## config.mk

```make
export PLATFORM = sky130hd
export DESIGN_NAME = counting_sched
export DESIGN_NICKNAME = d
export VERILOG_FILES = /design/src/rtl/counting_pkg.sv /design/src/rtl/counting_sched_rr_arb2.sv /design/src/rtl/counting_sched.sv
export SDC_FILE = /design/constraint.sdc
export NUM_CORES = 1
export LEC_CHECK = 0
export BUFFER_PORTS_ARGS = -buffer_cell sky130_fd_sc_hd__buf_2
export CAP_MARGIN = 40
export CORE_MARGIN = 5
export CORE_UTILIZATION = 53
export DETAILED_ROUTE_END_ITERATION = 12
export PLACE_DENSITY = 0.77
export SLEW_MARGIN = 20
export SYNTH_ARGS = -nofsm -noshare
export SYNTH_HDL_FRONTEND = slang
export SYNTH_SLANG_ARGS = --single-unit
```

## constraint.sdc

```tcl
create_clock -name clk -period 1.6 [get_ports clk]
set_input_delay 0.24 -clock clk [delete_from_list [all_inputs] [get_ports clk]]
set_output_delay 0.24 -clock clk [all_outputs]
set_load 0.005 [all_outputs]
```

## src/rtl/counting_pkg.sv

```systemverilog
// Shared types and constants for the counting-detector scheduler.
package counting_pkg;
  localparam int SYM_W = 2;
  localparam logic [SYM_W-1:0] FLUSH_SYM = 2'b00;

  typedef enum logic [2:0] {
    ST_INIT,
    ST_IDLE,
    ST_STREAM,
    ST_DRAIN,
    ST_REPORT
  } state_t;
endpackage

```

## src/rtl/counting_sched_rr_arb2.sv

```systemverilog
// Two-way round-robin picker; combinational pick, last-served pointer advances on take.
// No backpressure of its own: the caller decides when a pick is consumed.
module rr_arb2 (
  input  logic       clk,
  input  logic       rst_n,
  input  logic [1:0] req,
  input  logic       take,
  output logic       any,
  output logic       pick
);
  logic last;

  assign any  = |req;
  // On a tie the requester not served last wins; otherwise the lone requester.
  assign pick = (req[0] && req[1]) ? ~last : req[1];

  always_ff @(posedge clk) begin
    if (!rst_n) begin
      last <= 1'b1;
    end else if (take && any) begin
      last <= pick;
    end
  end
endmodule

```

## src/rtl/counting_sched.sv

```systemverilog
// Packet-level round-robin scheduler feeding the counting detector; grant 1 cycle after IDLE sees valid.
// Only the granted requester sees ready, and only in STREAM; reports are registered one-cycle pulses.
module counting_sched
  import counting_pkg::*;
#(
  parameter int FLUSH_LEN = 2,
  parameter int DET_LAT   = 1,
  parameter int CNT_W     = 8
) (
  input  logic             clk,
  input  logic             rst_n,
  input  logic             req0_valid,
  input  logic [SYM_W-1:0] req0_num,
  input  logic             req0_last,
  output logic             req0_ready,
  input  logic             req1_valid,
  input  logic [SYM_W-1:0] req1_num,
  input  logic             req1_last,
  output logic             req1_ready,
  output logic [SYM_W-1:0] det_num,
  input  logic             det_ans,
  output logic             done_valid,
  output logic             done_src,
  output logic [CNT_W-1:0] done_hits
);
  localparam int FC_W = (FLUSH_LEN > 1) ? $clog2(FLUSH_LEN) : 1;
  localparam logic [FC_W-1:0] FC_LAST = FC_W'(FLUSH_LEN - 1);
  localparam logic [CNT_W-1:0] HIT_MAX = '1;

  state_t           state;
  logic [FC_W-1:0]  fcnt;
  logic             gnt;
  logic [SYM_W-1:0] hold_sym;
  logic [DET_LAT-1:0] win;
  logic [CNT_W-1:0] hits;
  logic [CNT_W-1:0] hits_nxt;
  logic             arb_any;
  logic             arb_pick;
  logic             in_stream;
  logic             g_valid;
  logic             g_last;
  logic [SYM_W-1:0] g_num;

  assign in_stream  = (state == ST_STREAM);
  assign g_valid    = gnt ? req1_valid : req0_valid;
  assign g_last     = gnt ? req1_last  : req0_last;
  assign g_num      = gnt ? req1_num   : req0_num;
  // Gating with rst_n keeps an abandoned packet from being accepted in the reset cycle.
  assign req0_ready = rst_n && in_stream && !gnt;
  assign req1_ready = rst_n && in_stream && gnt;

  always_comb begin
    det_num = FLUSH_SYM;
    if (rst_n && in_stream) begin
      det_num = g_valid ? g_num : hold_sym;
    end
  end

  assign hits_nxt = (win[DET_LAT-1] && det_ans && (hits != HIT_MAX)) ? hits + CNT_W'(1) : hits;

  rr_arb2 u_arb (
    .clk  (clk),
    .rst_n(rst_n),
    .req  ({req1_valid, req0_valid}),
    .take (state == ST_IDLE),
    .any  (arb_any),
    .pick (arb_pick)
  );

  always_ff @(posedge clk) begin
    if (!rst_n) begin
      state      <= ST_INIT;
      fcnt       <= '0;
      gnt        <= 1'b0;
      hold_sym   <= FLUSH_SYM;
      win        <= '0;
      hits       <= '0;
      done_valid <= 1'b0;
      done_src   <= 1'b0;
      done_hits  <= '0;
    end else begin
      // Every STREAM cycle, hold or not, opens one slot of the answer window.
      win        <= (win << 1) | DET_LAT'(in_stream);
      hits       <= hits_nxt;
      done_valid <= 1'b0;
      case (state)
        ST_INIT: begin
          if (fcnt == FC_LAST) begin
            fcnt  <= '0;
            state <= ST_IDLE;
          end else begin
            fcnt <= fcnt + FC_W'(1);
          end
        end
        ST_IDLE: begin
          if (arb_any) begin
            gnt      <= arb_pick;
            hold_sym <= FLUSH_SYM;
            hits     <= '0;
            state    <= ST_STREAM;
          end
        end
        ST_STREAM: begin
          if (g_valid) begin
            hold_sym <= g_num;
            if (g_last) state <= ST_DRAIN;
          end
        end
        ST_DRAIN: begin
          if (fcnt == FC_LAST) begin
            fcnt       <= '0;
            state      <= ST_REPORT;
            done_valid <= 1'b1;
            done_src   <= gnt;
            done_hits  <= hits_nxt;
          end else begin
            fcnt <= fcnt + FC_W'(1);
          end
        end
        ST_REPORT: state <= ST_IDLE;
        default:   state <= ST_INIT;
      endcase
    end
  end
endmodule

```

==> results by group, run 1 <==
Detailed routing
  – DRC Markers: 0
  – Routed len/inst: around 14 µm
  – ANT nets after route: 0
  – Overall routed net length: 3090 µm
  – Via density: around 5.6
  – Vias: 1,212
  – Drt first-iter violations: 65
  – First-pass DRT Iterations: 4

Critical path
  – Critical path arrival: roughly 1.4 ns
  – Worst flop-to-flop path endpoint: done_hits[1]$_SDFFE_PN0P_
  – FF-to-FF path depth: 5
  – Crit end category: output pin
  – Setup crit start kind: register
  – Critical-path top delay cell: dfxtp_4
  – Critical path class: register to output pin
  – Worst Path Max Fanout: 6
  – FF-to-FF setup slack: roughly 0.090 ns
  – Slowest Stage Delay on Critical Path: ~0.43 ns
  – Crit-path cells: mux2i_4 -> mux2i_1 -> nor2_2 -> buf_2
  – R2r startpoint: state[0]$_SDFFE_PN0P_
  – CP required: around 1.4 ns

Die
  – Core area: roughly 2400 µm²
  – Initial Util: 0.541
  – Die Y: ~60 µm
  – Die Wd: ~60 µm
  – # rows: 18
  – Io pins: 25
  – Die ar.: 3580 µm²

Global route
  – Initial antenna violation count: 0
  – Largest net degree at the start of global routing: 17
  – Gr ovfl total: 0
  – Vias in the first global route: roughly 1,200
  – First-pass GRT wire length: ~5200 µm
  – Total Routing Usage GR: 0.189

Final layout
  – Most frequent cells in the layout: buf_2 (24), dfxtp_1 (23), buf_4 (16)
  – Nets: 199
  – Final cell count without fillers: about 220
  – Commonest non-fill, non-tap cell in the layout: buf_2
  – N_diodes: 0
  – Share of layout cells above drive strength 1: 0.360
  – Area grow syn2layout: 25.1%

STA
  – Hold Fails Final Rpt: 0
  – Worst Tran Pin Value: 0.440 ns
  – Min Tclk post-route: approximately 1.7 ns
  – Max-slew violation count: 0
  – Final Cycle Share: 1.05
  – Worst slew margin: 0.706
  – RSZ-0062 raised after global routing: yes
  – Min setup slack post-route: -0.0788 ns
  – Setup tns final: -0.140 ns
  – Setup violations, final: 2
  – Setup Skew: 0.0195 ns
  – Fmax: about 600 MHz

Placement
  – Dpl hpwl: ~2200 µm
  – Placed Cells: between 200 and 250
  – Place WS: about 0.065 ns
  – IO Port Bufs: 24
  – RD Place Congestion: between 0.8 and 0.9

Synthesis
  – Netlist cell types: 46
  – Yosys reg bits: 27
  – Syn. warnings: 0
  – Async SR Flop Fraction: 0
  – Sequential fraction of the synthesis area: 0.411
  – Net count after synthesis: 160
  – Post-synthesis cell count: 148
  – Main flop type after synthesis: dfxtp_1
  – Number of synthesized flops with an enable pin: 0
  – Synthesized cell area: 1320 µm²
  – Syn_area_per_cell: 8.89 µm²

Pwr
  – Clock Power Share: 0.196
  – Worst VDD drop: approximately 0.76 mV
  – Cell internal pwr: around 1.1 mW
  – Lkg Pwr: 0.731 nW
  – Pwr Total: 1.54 mW
  – Sw Share: 0.313
  – Comb pwr share: 0.297
  – Switch Pwr: ~0.48 mW
  – Cell Pwr Density: 934 nW/µm²
  – Part of the power in registers: 0.507

Outcome
  – Failing checks: setup timing
  – Status: complete, but fails checks

Clock tree
  – Clock Tree Root: clkbuf_4
  – Clk Latency, worst-skew pair: about 0.33 ns
  – CTS Sinks: 27
  – Clock transition at path regs: 0.16 ns
  – Longest Clk Path Bufs: 2
  – CTS buffer count: 3
  – Max H-tree Level: 1
  – TritonCTS clock tree: built

Min path
  – Hold Path Depth: 3
  – End of the worst hold path: done_hits[3]$_SDFFE_PN0P_
  – Hold/Removal Path Class: primary input to register
  – Hold Path Origin: rst_n

Run
  – Max-cap violations: 0
-- stage by stage --
| step | util | hold slack, ns | cell area [µm²] |
|---|---|---|---|
| after detailed placement | 0.616 | 0.457 | 1500 |
| after global placement | 0.616 | 0.443 | 1500 |
| after floorplan | - | 0.401 | 1320 |
| after CTS | 0.654 | 0.228 | 1590 |
| after global routing | 0.677 | 0.243 | 1650 |
| final | 0.677 | 0.235 | 1650 |
-- timing repair --
action / CTS / global route
setup endpoints to repair: 4 / 5
buffers inserted: 4 / 5
pin swaps: 3 / 5
gates resized for setup: 14 / 5
endpoints found under the hold margin: 0 / 0
hold buffers: 0 / 0
-- cell families (layout without fill, tap and decap cells) --
family,count (synthesis),after routing,synth area share
AOI/OAI and AO/OA,34,34,0.188
DFF,27,27,0.411
adders and majority gates,1,1,0.00950
buffers and inverters,11,49,0.0437
muxes,7,7,0.0551
xor gates and xnor gates,2,2,0.0133
and+or+nand+nor,66,66,0.279
-- power by group through the flow --
stage | Sequential [mW] | Clock (mW) | Combinational [mW]
floorplan | 0.769 | 0 | 0.279
global placement | 0.790 | 0 | 0.357
detailed placement | 0.793 | 0 | 0.366
CTS | 0.788 | 0.305 | 0.395
global route | 0.787 | 0.339 | 0.499
finish | 0.781 | 0.301 | 0.457
-- area by class of cell --
| type | count | area [µm²] |
|---|---|---|
| Multi-Input combinational cell | 110 | 762 |
| Clock buffer | 3 | 22.5 |
| Clock inverter | 1 | 7.51 |
| Sequential cell | 27 | 556 |
| Timing Repair Buffer | 40 | 240 |
| Tap cell | 30 | 37.5 |
| Inverter | 5 | 21.3 |
| Fill cell | 203 | 786 |
-- worst max-delay path: cells and delay by family (launching register included) --
kind	cells	cell delay, ns
buffers and inverters	1	0.12
AND/OR/NAND/NOR	1	0.06
multiplexers	2	0.51
flip-flops	1	0.43
-- sequential cells by signal (all words and copies together), names as in the netlist --
name	flops
hits	8
hold_sym	2
state	3
gnt	1
done_valid	1
done_hits	8
fcnt	1
win	1
done_src	1
u_arb.last	1
-- metal layers --
| layer | part of all wire | wire (µm) | track usage | up-vias |
|---|---|---|---|---|
| met1 | 0.45 | 1380 | 0.231 | 567 |
| met4 | 0.017 | 53 | 0.0728 | 0 |
| met2 | 0.50 | 1530 | 0.326 | 32 |
| li1 | - | - | - | 607 |
| met5 | 0 | 0 | 0 | - |
| met3 | 0.041 | 125 | 0.0367 | 6 |
-- synth_stat cells (2+ instances only) --
master    count  area, µm²
nor3_1        5       25.0
dfxtp_1      27        541
o21ai_0       9       45.0
inv_1         4       15.0
clkbuf_1      2       7.51
mux2i_1       5       50.1
nor2_1       14       52.6
a31oi_1       2       12.5
and2_1        3       18.8
mux2_2        2       22.5
a21oi_1       5       25.0
o31ai_1       2       15.0
nand3_1       8       40.0
o211ai_1      2       15.0
nor2b_1       3       18.8
nand4_1       3       18.8
a211oi_1      2       15.0
or3_1         2       12.5
xor2_1        2       17.5
nand2_1      15       56.3
o21ai_1       2       10.0
nand2b_1      3       18.8
a21o_1        2       15.0
buf_2         2       10.0
-- how the worst max path moves through the flow --
| stage | startpoint | to | slack, ns | depth (start not counted) |
|---|---|---|---|---|
| 5_1_grt | gnt$_SDFFE_PN0P_ | det_num[0] | -0.16 | 4 |
| 3_3_place_gp | gnt$_SDFFE_PN0P_ | det_num[0] | 0.14 | 4 |
| 2_1_floorplan | state[0]$_SDFFE_PN0P_ | hold_sym[0]$_SDFFE_PN0P_ | 0.28 | 5 |
| 6_report | gnt$_SDFFE_PN0P_ | det_num[1] | -0.08 | 4 |
| 4_1_cts | gnt$_SDFFE_PN0P_ | det_num[1] | -0.08 | 4 |
| 3_5_place_dp | gnt$_SDFFE_PN0P_ | det_num[1] | 0.06 | 4 |
(Power assumes the default switching activity.)
==> run 2, diff against run 1 <==
--- a/config.mk
+++ b/config.mk
@@ -5,12 +5,14 @@
 export SDC_FILE = /design/constraint.sdc
 export NUM_CORES = 1
 export LEC_CHECK = 0
+export ABC_AREA = 1
 export BUFFER_PORTS_ARGS = -buffer_cell sky130_fd_sc_hd__buf_2
 export CAP_MARGIN = 40
 export CORE_MARGIN = 5
 export CORE_UTILIZATION = 53
 export DETAILED_ROUTE_END_ITERATION = 12
 export PLACE_DENSITY = 0.77
+export SKIP_LAST_GASP = 1
 export SLEW_MARGIN = 20
 export SYNTH_ARGS = -nofsm -noshare
 export SYNTH_HDL_FRONTEND = slang
==> results by group, run 2 <==
Global route
  – Vias in the first global route: 1,241 (+3.8%)
  – Gr busiest metal: met2
  – Initial antenna violation count: 0 (unchanged)
  – M2 GR Usage: 0.332 (+0.00668)
  – GR Layer Usage met3: 0.0283 (-0.00839)
  – Total Routing Usage GR: 0.186 (-0.00398)
  – GRT met1 Usage: 0.207 (-0.0241)
  – Largest net degree at the start of global routing: 16 (-1)
  – First-pass GRT wire length: 4950 µm (-4.5%)
  – Gr ovfl total: 0 (unchanged)

Synthesis
  – Async SR Flop Fraction: 0 (unchanged)
  – Netlist cell types: 24 (-48%)
  – Syn_area_per_cell: 6.96 µm² (-22%)
  – Mux contribution to synthesized area: 0 (-0.0551)
  – Most numerous cell in the Yosys netlist: nand2_1
  – Synth Area in Adders: 0.00967 (+0.000165)
  – Sequential fraction of the synthesis area: 0.418 (+0.00715)
  – Post-synthesis cell count: 186 (+26%)
  – Xor and xnor fraction of the mapped netlist area: 0.00677 (-0.00654)
  – Compound-cell area share of the yosys netlist: 0.132 (-0.0567)
  – Simple-gate share of the synthesized area: 0.356 (+0.0764)
  – Syn. warnings: 0 (unchanged)
  – Synth top area cells: dfxtp_1 (42%), nand2_1 (17%), inv_1 (5.2%)
  – Yosys reg bits: 27 (unchanged)
  – Synthesized cell area: 1290 µm² (-1.7%)
  – Leading cell types by count after synthesis: nand2_1 (59), dfxtp_1 (27), inv_1 (18), nor2_1 (18), nand3_1 (13)
  – Net count after synthesis: 198 (+24%)
  – Yosys top cell area share: 0.418 (+0.00715)
  – Number of synthesized flops with an enable pin: 0 (unchanged)
  – Area leader, netlist: dfxtp_1
  – Main flop type after synthesis: dfxtp_1
  – Largest family of logic cells by synthesized area: simple AND/OR/NAND/NOR gates

Clock tree
  – Clock Tree Root: clkbuf_4
  – CTS Sinks: 27 (unchanged)
  – Post-CTS Hold Fix Bufs: 0 (unchanged)
  – Clk Latency, worst-skew pair: 0.32 ns (about the same)
  – Longest Clk Path Bufs: 2 (unchanged)
  – TritonCTS clock tree: built
  – Max H-tree Level: 1 (unchanged)
  – CTS buffer count: 3 (unchanged)
  – Clock transition at path regs: 0.14 ns (-0.02 ns)

Run
  – Max-cap violations: 0 (unchanged)

Die
  – Die Y: 59.4 µm (-0.72%)
  – Io pins: 25 (unchanged)
  – Die Wd: 59.4 µm (-0.72%)
  – # rows: 18 (unchanged)
  – Core area: 2410 µm² (-0.93%)
  – Initial Util: 0.537 (-0.00429)
  – Die ar.: 3530 µm² (-1.4%)

STA
  – Setup violations, final: 1 (-1)
  – Worst Tran Pin Value: 0.390 ns (-0.0496 ns)
  – Worst slew margin: 0.739 (+0.0334)
  – Max-slew violation count: 0 (unchanged)
  – Setup Skew: 0.00243 ns (-0.0171 ns)
  – Min setup slack post-route: -0.0136 ns (+0.0651 ns)
  – Fmax: 620 MHz (+4.0%)
  – Hold Fails Final Rpt: 0 (unchanged)
  – RSZ-0062 raised after global routing: yes
  – Final Cycle Share: 1.01 (-0.0407)
  – Min Tclk post-route: 1.61 ns (-0.0651 ns)

Detailed routing
  – First-pass DRT Iterations: 4 (unchanged)
  – Via density: 5.19 (-7.4%)
  – Drt first-iter violations: 43 (-34%)
  – Routed len/inst: 11.9 µm (-17%)
  – Overall routed net length: 3020 µm (-2.2%)
  – DRC Markers: 0 (unchanged)
  – Vias: 1,314 (+8.4%)
  – ANT nets after route: 0 (unchanged)

Placement
  – IO Port Bufs: 24 (unchanged)
  – Dpl hpwl: 2250 µm (+2.4%)
  – RD Place Congestion: 0.821 (+0.93%)
  – Post-Place Cell Area: 1460 µm² (-2.6%)

Pwr
  – Cell internal pwr: 1.11 mW (+4.7%)
  – Lkg Pwr: 0.731 nW (about the same)
  – Part of the power in registers: 0.474 (-0.033)
  – Clock Power Share: 0.167 (-0.029)
  – Worst VDD drop: 0.988 mV (+30%)
  – Sw Share: 0.359 (+0.0459)
  – Pwr Total: 1.73 mW (+12%)
  – Comb pwr share: 0.358 (+0.061)
  – Cell Pwr Density: 1070 nW/µm² (+15%)
  – Switch Pwr: 0.620 mW (+29%)

Final layout
  – Area grow syn2layout: 24.2%
  – Commonest non-fill, non-tap cell in the layout: nand2_1
  – Share of layout cells above drive strength 1: 0.287 (-0.0732)
  – Area of the multi-input gates: 692 µm² (-9.2%)
  – N_diodes: 0 (unchanged)
  – Post-route cell area: 1610 µm² (-2.4%)
  – Most frequent cells in the layout: nand2_1 (58), buf_2 (24), dfxtp_1 (23)
  – FF+latch area: 553 µm² (-0.45%)
  – Nets: 236 (+19%)
  – Post-layout util: 0.667 (-0.0103)
  – Regs by FF count: done_hits (8), hits (8), state (3)
  – Filler cells: 216 (+6.4%)

Outcome
  – Failing checks: setup timing
  – Status: complete, but fails checks

Critical path
  – Worst Path Max Fanout: 6 (unchanged)
  – Setup crit start kind: register
  – CP required: 1.36 ns (about the same)
  – Critical path arrival: 1.37 ns (-0.07 ns)
  – Crit end category: output pin
  – Critical path class: register to output pin

Min path
  – Hold/Removal Path Class: primary input to register
## run 2: what timing repair did
| action | 4_1_cts | 5_1_grt |
|---|---|---|
| endpoints found under the setup margin | 4 | 4 |
| resized for setup | 9 | 13 |
| endpoints found under the hold margin | 0 | 0 |
| setup buffers | 3 | 5 |
| pin swaps | 4 | 4 |
## run 2: per-stage QoR
stage	setup WS [ns]	cells	TNS, ns	hold slack [ns]
after floorplan	0.353	186	0	0.419
after global placement	0.267	241	0	0.439
after detailed placement	0.185	241	0	0.453
after CTS	-0.0399	248	-0.123	0.177
after global routing	-0.112	253	-0.430	0.220
final	-0.0136	253	-0.0136	0.207
## run 2: power by group through the flow
| stage | sequential [mW] | combinational (mW) | clock (mW) |
|---|---|---|---|
| 4_1_cts | 0.815 | 0.544 | 0.299 |
| 3_5_place_dp | 0.827 | 0.480 | 0 |
| 3_3_place_gp | 0.822 | 0.445 | 0 |
| 5_1_grt | 0.829 | 0.690 | 0.334 |
| 2_1_floorplan | 0.818 | 0.357 | 0 |
| 6_report | 0.819 | 0.619 | 0.289 |
## run 2: kinds of logic (layout without fill, tap and decap cells)
| kind of cell | Yosys count | after routing |
|---|---|---|
| flops | 27 | 27 |
| fa+ha+maj | 1 | 1 |
| compound gates | 30 | 30 |
| simple gates | 103 | 103 |
| buf+inv | 24 | 61 |
| xor+xnor | 1 | 1 |
## run 2: layout make-up
| class | count | area share |
|---|---|---|
| sequential | 27 | 0.344 |
| tap | 30 | 0.0234 |
| inverter | 21 | 0.0537 |
| clock buffer | 3 | 0.0140 |
| clock inverter | 1 | 0.00312 |
| timing repair buffer | 36 | 0.131 |
| multi-input combinational | 135 | 0.431 |
## run 2: worst paths after layout
kind / slack (ns) / cells after the start / start / end
max: -0.01 / 6 / state[0]$_SDFFE_PN0P_ / req0_ready
max reg2reg: 0.07 / 6 / state[1]$_SDFFE_PN0P_ / hold_sym[1]$_SDFFE_PN0P_
min: 0.21 / 3 / rst_n / win$_SDFF_PN0_
min reg2reg: 0.47 / 2 / fcnt$_SDFFE_PN0P_ / fcnt$_SDFFE_PN0P_
## run 2: per-layer routing
metal	share of wire	up-vias	wire length [µm]
li1	-	674	-
met1	0.41	604	1250
met2	0.53	24	1610
met3	0.023	12	70
met4	0.030	0	89
met5	0	-	0
## run 2: worst max-delay path, cell delays in order, from the launching register on
cell	delay, ns
dfxtp_4	0.38
nor3_4	0.21
inv_2	0.07
nor2_4	0.11
inv_4	0.07
nor2_2	0.09
buf_2	0.12
